### src/rtl/targ_uart_pkg.sv
// ---------------------------------------------------------------------------
// targ_uart_pkg
// Shared definitions for the target-side UART blocks.
//   - rx_state_t : receiver frame-state encoding
//   - OVERSAMPLE : oversample ticks per bit (fixed at 8)
//   - MID_SAMPLE : oversample count at which the start bit is re-checked
//   - parity8()  : XOR reduction of one character, used for even parity
// ---------------------------------------------------------------------------
package targ_uart_pkg;

    localparam int OVERSAMPLE = 8;
    localparam int MID_SAMPLE = 3;

    typedef enum logic [2:0] {
        ST_IDLE       = 3'd0,
        ST_START      = 3'd1,
        ST_DATA       = 3'd2,
        ST_PARITY     = 3'd3,
        ST_STOP1      = 3'd4,
        ST_STOP2      = 3'd5,
        ST_BREAK_WAIT = 3'd6
    } rx_state_t;

    function automatic logic parity8(input logic [7:0] data);
        return ^data;
    endfunction

endpackage

### src/rtl/targ_uart_baud_tick.sv
// ---------------------------------------------------------------------------
// targ_uart_baud_tick
// Fractional baud generator. A free-running accumulator adds the increment
// every clock; the carry out of the low bits is the oversample tick.
// Ports:
//   clk      in   system clock
//   reset_n  in   synchronous active-low reset
//   inc      in   BaudGeneratorAccWidth-bit increment (Baud*8*2^W/Fclk)
//   tick     out  one-clock oversample tick
// ---------------------------------------------------------------------------
module targ_uart_baud_tick #(
    parameter int BaudGeneratorAccWidth = 16
) (
    input  logic                             clk,
    input  logic                             reset_n,
    input  logic [BaudGeneratorAccWidth-1:0] inc,
    output logic                             tick
);

    logic [BaudGeneratorAccWidth:0] acc;

    // The carry bit is dropped before each add so it only lives for one
    // clock, which makes it directly usable as the tick.
    always_ff @(posedge clk) begin
        if (!reset_n) begin
            acc <= '0;
        end else begin
            acc <= {1'b0, acc[BaudGeneratorAccWidth-1:0]} + {1'b0, inc};
        end
    end

    assign tick = acc[BaudGeneratorAccWidth];

endmodule

### src/rtl/targ_async_receiver.sv
// ---------------------------------------------------------------------------
// targ_async_receiver
// UART receiver for the target serial link: 8 data bits LSB first, optional
// even parity, one or two stop bits, 8x oversampling with a 3-sample
// majority filter. Results are presented with a one-clock strobe.
// Ports:
//   clk                   in   system clock (UART_CLK domain)
//   reset_n               in   synchronous active-low reset
//   RxD                   in   asynchronous serial line, idles high
//   parity_even           in   1 = parity bit follows bit 7
//   two_stopbits          in   1 = two stop bits are checked
//   RxD_BaudGeneratorInc  in   baud accumulator increment
//   RxD_data              out  last received character
//   RxD_data_ready        out  one-clock strobe, data and flags valid
//   RxD_parity_error      out  parity error of the last character
//   RxD_framing_error     out  framing error of the last character
//   RxD_idle              out  high while the receiver is idle
// ---------------------------------------------------------------------------
module targ_async_receiver
    import targ_uart_pkg::*;
#(
    parameter int BaudGeneratorAccWidth = 16
) (
    input  logic                             clk,
    input  logic                             reset_n,
    input  logic                             RxD,
    input  logic                             parity_even,
    input  logic                             two_stopbits,
    input  logic [BaudGeneratorAccWidth-1:0] RxD_BaudGeneratorInc,
    output logic [7:0]                       RxD_data,
    output logic                             RxD_data_ready,
    output logic                             RxD_parity_error,
    output logic                             RxD_framing_error,
    output logic                             RxD_idle
);

    logic       tick;

    logic       sync_meta;
    logic       sync_out;
    logic [2:0] history;
    logic       filtered;

    rx_state_t  state;
    logic [2:0] os_cnt;
    logic [2:0] bit_idx;
    logic [7:0] shift_reg;
    logic       cfg_parity;
    logic       cfg_two_stop;
    logic       perr_acc;
    logic       ferr_acc;
    logic       frame_done;
    logic       bit_end;
    logic       stop_ferr;

    targ_uart_baud_tick #(
        .BaudGeneratorAccWidth(BaudGeneratorAccWidth)
    ) u_baud_tick (
        .clk     (clk),
        .reset_n (reset_n),
        .inc     (RxD_BaudGeneratorInc),
        .tick    (tick)
    );

    // Two-flop synchronizer, then a 3-deep history loaded only on ticks so
    // the majority vote spans three oversample periods. Everything resets
    // to 1 so the idle line never looks like a start bit after reset.
    always_ff @(posedge clk) begin
        if (!reset_n) begin
            sync_meta <= 1'b1;
            sync_out  <= 1'b1;
            history   <= 3'b111;
        end else begin
            sync_meta <= RxD;
            sync_out  <= sync_meta;
            if (tick) begin
                history <= {history[1:0], sync_out};
            end
        end
    end

    assign filtered = (history[0] & history[1]) |
                      (history[1] & history[2]) |
                      (history[0] & history[2]);

    // Last oversample tick of a bit period: the bit is sampled here.
    assign bit_end = (os_cnt == 3'(OVERSAMPLE - 1));

    // Framing error including the stop bit being sampled on this tick.
    assign stop_ferr = ferr_acc | ~filtered;

    // Frame state machine. All state changes happen on ticks; the result
    // is published one clock after the final stop sample via frame_done,
    // so the strobe, data and flags always change on the same edge.
    // RxD_idle is kept in step with every transition into or out of IDLE.
    always_ff @(posedge clk) begin
        if (!reset_n) begin
            state             <= ST_IDLE;
            os_cnt            <= 3'd0;
            bit_idx           <= 3'd0;
            shift_reg         <= 8'h00;
            cfg_parity        <= 1'b0;
            cfg_two_stop      <= 1'b0;
            perr_acc          <= 1'b0;
            ferr_acc          <= 1'b0;
            frame_done        <= 1'b0;
            RxD_data          <= 8'h00;
            RxD_data_ready    <= 1'b0;
            RxD_parity_error  <= 1'b0;
            RxD_framing_error <= 1'b0;
            RxD_idle          <= 1'b1;
        end else begin
            RxD_data_ready <= frame_done;
            frame_done     <= 1'b0;
            if (frame_done) begin
                RxD_data          <= shift_reg;
                RxD_parity_error  <= perr_acc;
                RxD_framing_error <= ferr_acc;
            end

            if (tick) begin
                case (state)
                    ST_IDLE: begin
                        if (!filtered) begin
                            state        <= ST_START;
                            RxD_idle     <= 1'b0;
                            os_cnt       <= 3'd0;
                            cfg_parity   <= parity_even;
                            cfg_two_stop <= two_stopbits;
                            perr_acc     <= 1'b0;
                            ferr_acc     <= 1'b0;
                        end
                    end

                    // Re-check the start bit near its middle to reject
                    // short glitches on the idle line.
                    ST_START: begin
                        if (os_cnt == 3'(MID_SAMPLE)) begin
                            os_cnt <= 3'd0;
                            if (!filtered) begin
                                state   <= ST_DATA;
                                bit_idx <= 3'd0;
                            end else begin
                                state    <= ST_IDLE;
                                RxD_idle <= 1'b1;
                            end
                        end else begin
                            os_cnt <= os_cnt + 3'd1;
                        end
                    end

                    ST_DATA: begin
                        if (bit_end) begin
                            os_cnt    <= 3'd0;
                            shift_reg <= {filtered, shift_reg[7:1]};
                            bit_idx   <= bit_idx + 3'd1;
                            if (bit_idx == 3'd7) begin
                                state <= cfg_parity ? ST_PARITY : ST_STOP1;
                            end
                        end else begin
                            os_cnt <= os_cnt + 3'd1;
                        end
                    end

                    ST_PARITY: begin
                        if (bit_end) begin
                            os_cnt   <= 3'd0;
                            perr_acc <= filtered ^ parity8(shift_reg);
                            state    <= ST_STOP1;
                        end else begin
                            os_cnt <= os_cnt + 3'd1;
                        end
                    end

                    ST_STOP1: begin
                        if (bit_end) begin
                            os_cnt   <= 3'd0;
                            ferr_acc <= stop_ferr;
                            if (cfg_two_stop) begin
                                state <= ST_STOP2;
                            end else begin
                                frame_done <= 1'b1;
                                if (stop_ferr) begin
                                    state <= ST_BREAK_WAIT;
                                end else begin
                                    state    <= ST_IDLE;
                                    RxD_idle <= 1'b1;
                                end
                            end
                        end else begin
                            os_cnt <= os_cnt + 3'd1;
                        end
                    end

                    ST_STOP2: begin
                        if (bit_end) begin
                            os_cnt     <= 3'd0;
                            ferr_acc   <= stop_ferr;
                            frame_done <= 1'b1;
                            if (stop_ferr) begin
                                state <= ST_BREAK_WAIT;
                            end else begin
                                state    <= ST_IDLE;
                                RxD_idle <= 1'b1;
                            end
                        end else begin
                            os_cnt <= os_cnt + 3'd1;
                        end
                    end

                    // A held-low line would otherwise restart a frame every
                    // character time; wait for the line to recover first.
                    ST_BREAK_WAIT: begin
                        if (filtered) begin
                            state    <= ST_IDLE;
                            RxD_idle <= 1'b1;
                        end
                    end

                    default: begin
                        state    <= ST_IDLE;
                        RxD_idle <= 1'b1;
                        os_cnt   <= 3'd0;
                    end
                endcase
            end
        end
    end

endmodule

### config.mk
export PLATFORM = sky130hd
export DESIGN_NAME = targ_async_receiver
export DESIGN_NICKNAME = d
export VERILOG_FILES = /design/src/rtl/targ_uart_pkg.sv /design/src/rtl/targ_uart_baud_tick.sv /design/src/rtl/targ_async_receiver.sv
export SDC_FILE = /design/constraint.sdc
export NUM_CORES = 1
export LEC_CHECK = 0
export BUFFER_PORTS_ARGS = -buffer_cell sky130_fd_sc_hd__buf_2
export CAP_MARGIN = 20
export CORE_ASPECT_RATIO = 0.75
export CORE_MARGIN = 3
export CORE_UTILIZATION = 56
export DETAILED_ROUTE_END_ITERATION = 12
export PLACE_DENSITY = 0.77
export SYNTH_ARGS = -nofsm -noshare
export SYNTH_HDL_FRONTEND = slang
export SYNTH_SLANG_ARGS = --single-unit
### constraint.sdc
create_clock -name clk -period 4.2 [get_ports clk]
set_input_delay 0.42 -clock clk [delete_from_list [all_inputs] [get_ports clk]]
set_output_delay 0.42 -clock clk [all_outputs]
set_load 0.005 [all_outputs]
# == Yosys cells after proc, flatten, opt, wreduce, memory -nomap -nowiden ==
# Index checks and enable logic that the tools add are counted.
# op_classes
div_mod_pow,0
add_sub_neg,3
shifts,0
n_mul,0
n_bitwise,10
order_cmp,0
n_eq_ne,20
reduce_logical,17
muxes,36
# ops
op,n
$mux 3,16
$pmux 3 s7,1
$ne 2x2->1 const B,10
$add 16x16->17,1
$eq 3x3->1 const B,5
$mux 1,12
$pmux 3 s4,1
$eq 3x2->1 const B,3
$reduce_and 3->1,3
$reduce_and 9->1,1
$reduce_and 4->1,2
$reduce_xor 8->1,1
$reduce_and 7->1,1
$add 3x1->3 const B,2
$pmux 1 s2,3
$pmux 1 s6,1
$pmux 3 s2,1
$reduce_bool 2->1,3
$reduce_and 5->1,1
$reduce_or 2->1,2
$reduce_or 4->1,1
$and 1x1->1,3
$eq 3x1->1 const B,1
$logic_not 3->1,1
other kinds (6),10
# totals
latch_bits,0
reg_bits,56
romBits,0
ramBits,0
mem_count,0
elab_cells,104
in_bits,21

# == Depth between registers and ports, before layout ==
# logic_depth
word_depth,9
mapped_depth,8

# == Modules after synthesis ==
# Synthesis repeated with hierarchy kept, for this count alone.
# hier_totals
cells_unflattened,344
area_unflattened_um2,3072.9
# by_module_without_submodules
mod,n_inst,seq_area_each_um2,area_each_um2,cells_each
targ_async_receiver,1,780.7,1844.3,207
targ_uart_baud_tick,1,340.3,1228.7,137

# == Worst setup path after synthesis ==
# No wires, ideal clock.
# synth_timing
kind,input to register
startpoint,input port RxD_BaudGeneratorInc[0]
endpoint,register u_baud_tick.acc[12]
setup_ps,72
t_required_ps,4128
arrival_time_ps,2013
path_slack_ps,2115
stages,7
path_cell_list,ha_1 -> fa_1 -> a21oi_1 -> o211ai_1 -> a41oi_1 -> a21boi_0 -> mux2i_1
# synth_between
elab_chain_cells,1
# synth_lines
element,line,rtl
from (decl),targ_async_receiver.sv:29,"input logic [BaudGeneratorAccWidth-1:0] RxD_BaudGeneratorInc,"
$add 16x16->17,targ_uart_baud_tick.sv:28,"acc <= {1'b0, acc[BaudGeneratorAccWidth-1:0]} + {1'b0, inc};"
to (signal assigned),targ_uart_baud_tick.sv:28,
to (decl),targ_uart_baud_tick.sv:20,logic [BaudGeneratorAccWidth:0] acc;
# Every way passes these cells.
# A chain may end at the register's enable or synchronous reset.

# == Worst setup path after layout ==
# layout_timing
startpoint,register os_cnt[0]
endpoint,register shift_reg[0]
# layout_between
elab_chain_cells,2
# layout_lines
element,line,rtl
from (decl),targ_async_receiver.sv:45,logic [2:0] os_cnt;
from (signal assigned),targ_async_receiver.sv:148,os_cnt <= os_cnt + 3'd1;
from (signal assigned),targ_async_receiver.sv:161,os_cnt <= os_cnt + 3'd1;
from (signal assigned),targ_async_receiver.sv:171,os_cnt <= os_cnt + 3'd1;
$eq 3x3->1,targ_async_receiver.sv:87,assign bit_end = (os_cnt == 3'(OVERSAMPLE - 1));
$reduce_and 3->1 (no source line),--,
to (signal assigned),targ_async_receiver.sv:155,"shift_reg <= {filtered, shift_reg[7:1]};"
to (decl),targ_async_receiver.sv:47,logic [7:0] shift_reg;
# Every way passes these cells.

==> impl_metrics.json <==
{
  "cp_max_fo": 11,
  "fin_crit_sh": 0.5382,
  "critPathLaunchType": "flip-flop",
  "routedWlPerCell_um": 13.59,
  "synthFlopType": "dfxtp_1",
  "synth.avg_cell_area_um2": 8.803,
  "drive_above_1_share": 0.1257,
  "total_power_uw": 1492,
  "via_per_inst": 5.628,
  "grt_pass1_vias": 2252,
  "antenna_found_initial": 0,
  "clockPowerShare": 0.235,
  "cts-root-buf": "clkbuf_8",
  "synthXorXnorAreaFrac": 0.04097,
  "syn2layout_area_growth_pct": 10.28,
  "numCtsBuffers": 5,
  "worstPathRequired_ns": 4.39,
  "p_leak_uw": 0.001305,
  "dp.cells": 430,
  "muxShareOfSynthArea": 0.1074,
  "dr.first_iter.drc_count": 223,
  "ys_warn_count": 0,
  "fin_skew_ns": 0.005567,
  "core_area_mm2": 0.005037,
  "power.internal_uw": 996.1,
  "gp_congestion": 0.8947,
  "max_slew_margin": 0.3896,
  "ys_seq_area_frac": 0.3746,
  "cts_hold_buf": 0,
  "drv_slew": 0,
  "fin_setup_tns_ns": 0,
  "htreeDepth": 2,
  "maxCapViolations": 0,
  "arrival_ns": 2.45,
  "tightest_slew_ns": 0.9107,
  "hold_viol": 0,
  "synth.area.top_cells": "dfxtp_1, mux2i_1, ha_1, nor2_1, nand2_1",
  "yosysTopAreaCell": "dfxtp_1",
  "drc_errors": 0,
  "setup.worst_path.end_class": "flip-flop",
  "synth_edf_count": 0,
  "worstReg2RegStart": "os_cnt[0]",
  "dieArea_mm2": 0.006267,
  "cts_setup_buffers": 0,
  "grt-ovfl-total": 0,
  "power_frac_comb": 0.345,
  "fillCellCount": 433,
  "syn_inst": 340,
  "status": "finished, final reports clean",
  "cts_tree": "built",
  "die_x_um": 90.42,
  "dpl.hpwl_um": 4356,
  "numPortBuffers": 32,
  "initial_utilization": 0.5941,
  "startpoint": "os_cnt[0]",
  "final_nets": 409,
  "syn-num-nets": 384,
  "synth_compound_area_frac": 0.1576,
  "grt_first_pass_wirelength_um": 10410,
  "grt_max_degree": 35,
  "power.density_mw_per_mm2": 452.0,
  "layout_commonest_cell": "dfxtp_1",
  "dr.pass1.iters": 4,
  "fin_crit_ns": 2.260,
  "max_freq_mhz": 442.4,
  "syn_area_mm2": 0.002993,
  "clk_latency_ns": 0.30,
  "p_switching_uw": 495.8,
  "stdcell_count": 438,
  "synthDistinctLibCells": 49,
  "async_flop_share": 0,
  "antenna_cells": 0,
  "num_rows": 22,
  "whs_ns": 0.2958,
  "drt-total-wl_um": 5951,
  "clockBufferDepth": 2,
  "rsz0062_at_grt": "false",
  "largest_reg_flops": 17,
  "ir_worst_vdd_v": 0.0002186,
  "synthAdderAreaFrac": 0.1024,
  "via_count": 2465,
  "clk_pin_slew_worst_paths_ns": 0.10,
  "synth_top_cell_area_share": 0.3746,
  "min_path_type": "input port to flip-flop",
  "synth_top_family_by_area": "simple AND/OR/NAND/NOR gates",
  "swShare": 0.3323,
  "path_class": "flip-flop to flip-flop",
  "cts-resized-gates": 0,
  "final_cell_mix": "dfxtp_1, nor2_1, buf_2, mux2i_1, nand2_1",
  "yosys.area_share.simple": 0.1865,
  "ys_seq_elements": 56,
  "grt.total_usage": 0.1970,
  "fp.dieH_um": 69.31,
  "clock_sinks": 56,
  "seq_power_share": 0.420,
  "drtAntennaViolNets": 0,
  "io_pins": 33,
  "hp-start": "RxD",
  "setup_viol": 0
}
-- cell usage after synthesis (2+ instances only) --
| master | number |
|---|---|
| nand3b_1 | 2 |
| a211oi_1 | 5 |
| o32ai_1 | 3 |
| a21oi_1 | 21 |
| nand2_1 | 29 |
| a22oi_1 | 2 |
| o211ai_1 | 2 |
| o21a_1 | 4 |
| a31oi_1 | 3 |
| inv_1 | 7 |
| buf_1 | 2 |
| a21o_1 | 3 |
| xnor2_1 | 10 |
| buf_2 | 4 |
| nand3_1 | 10 |
| clkbuf_1 | 9 |
| nor2_1 | 42 |
| and3_1 | 3 |
| o21bai_1 | 3 |
| nor2b_1 | 5 |
| o22ai_1 | 2 |
| nor3_1 | 4 |
| o2111ai_1 | 2 |
| ha_1 | 22 |
| xor2_1 | 4 |
| nand2b_1 | 10 |
| and2_1 | 5 |
| dfxtp_1 | 56 |
| o21ai_0 | 16 |
| mux2i_1 | 31 |
-- worst max-delay path: stages (launching register included) --
cell and delay, ns:
dfxtp_1 0.36, ha_1 0.22, ha_1 0.33, nand2_1 0.13, nor3_2 0.77, mux2i_1 0.28, nor2_1 0.05
-- cell type report --
type,instances,area [um2],area share
inverters,8,30.03,0.009098
well taps,72,90.09,0.02729
flip-flops and latches,56,1121,0.3397
multi-input cells,261,1780,0.5394
clock buffers,6,72.57,0.02199
clock inverters,2,38.79,0.01175
repair buffers,33,167.7,0.05080
-- per-stage QoR --
step | worst slack [ns] | utilization | instance area (um2)
after CTS | 1.918 | 0.6552 | 3301
after global routing | 1.685 | 0.6552 | 3301
after detailed placement | 1.790 | 0.6331 | 3189
after floorplan | 2.115 | - | 2993
final | 1.940 | 0.6552 | 3301
after global placement | 1.880 | 0.6331 | 3189
-- power groups by stage --
stage | sequential, uW | clock (uW) | combinational (uW)
after floorplan | 625 | 0 | 416
after global placement | 638 | 0 | 493
after detailed placement | 640 | 0 | 507
after CTS | 628 | 360 | 510
after global routing | 634 | 377 | 577
final | 627 | 350 | 515
-- cells by family after synthesis --
logic type,Yosys count
compound gates,74
xor+xnor,14
mux,32
fa+ha+maj,24
simple gates,117
buf+inv,23
flops,56
-- per-layer routing --
layer  track usage  wire (um)
met5             0          0
met2        0.2897       2426
met1        0.2930       3125
met4       0.04244         29
met3       0.04555        368
-- final timing paths --
path	slack, ns	to	cells after the start
max	1.94	shift_reg[0]	6
min	0.30	sync_meta	2
max reg2reg	1.94	shift_reg[0]	6
min reg2reg	0.43	sync_out	1
No activity file was read; power rests on OpenSTA's default activity.
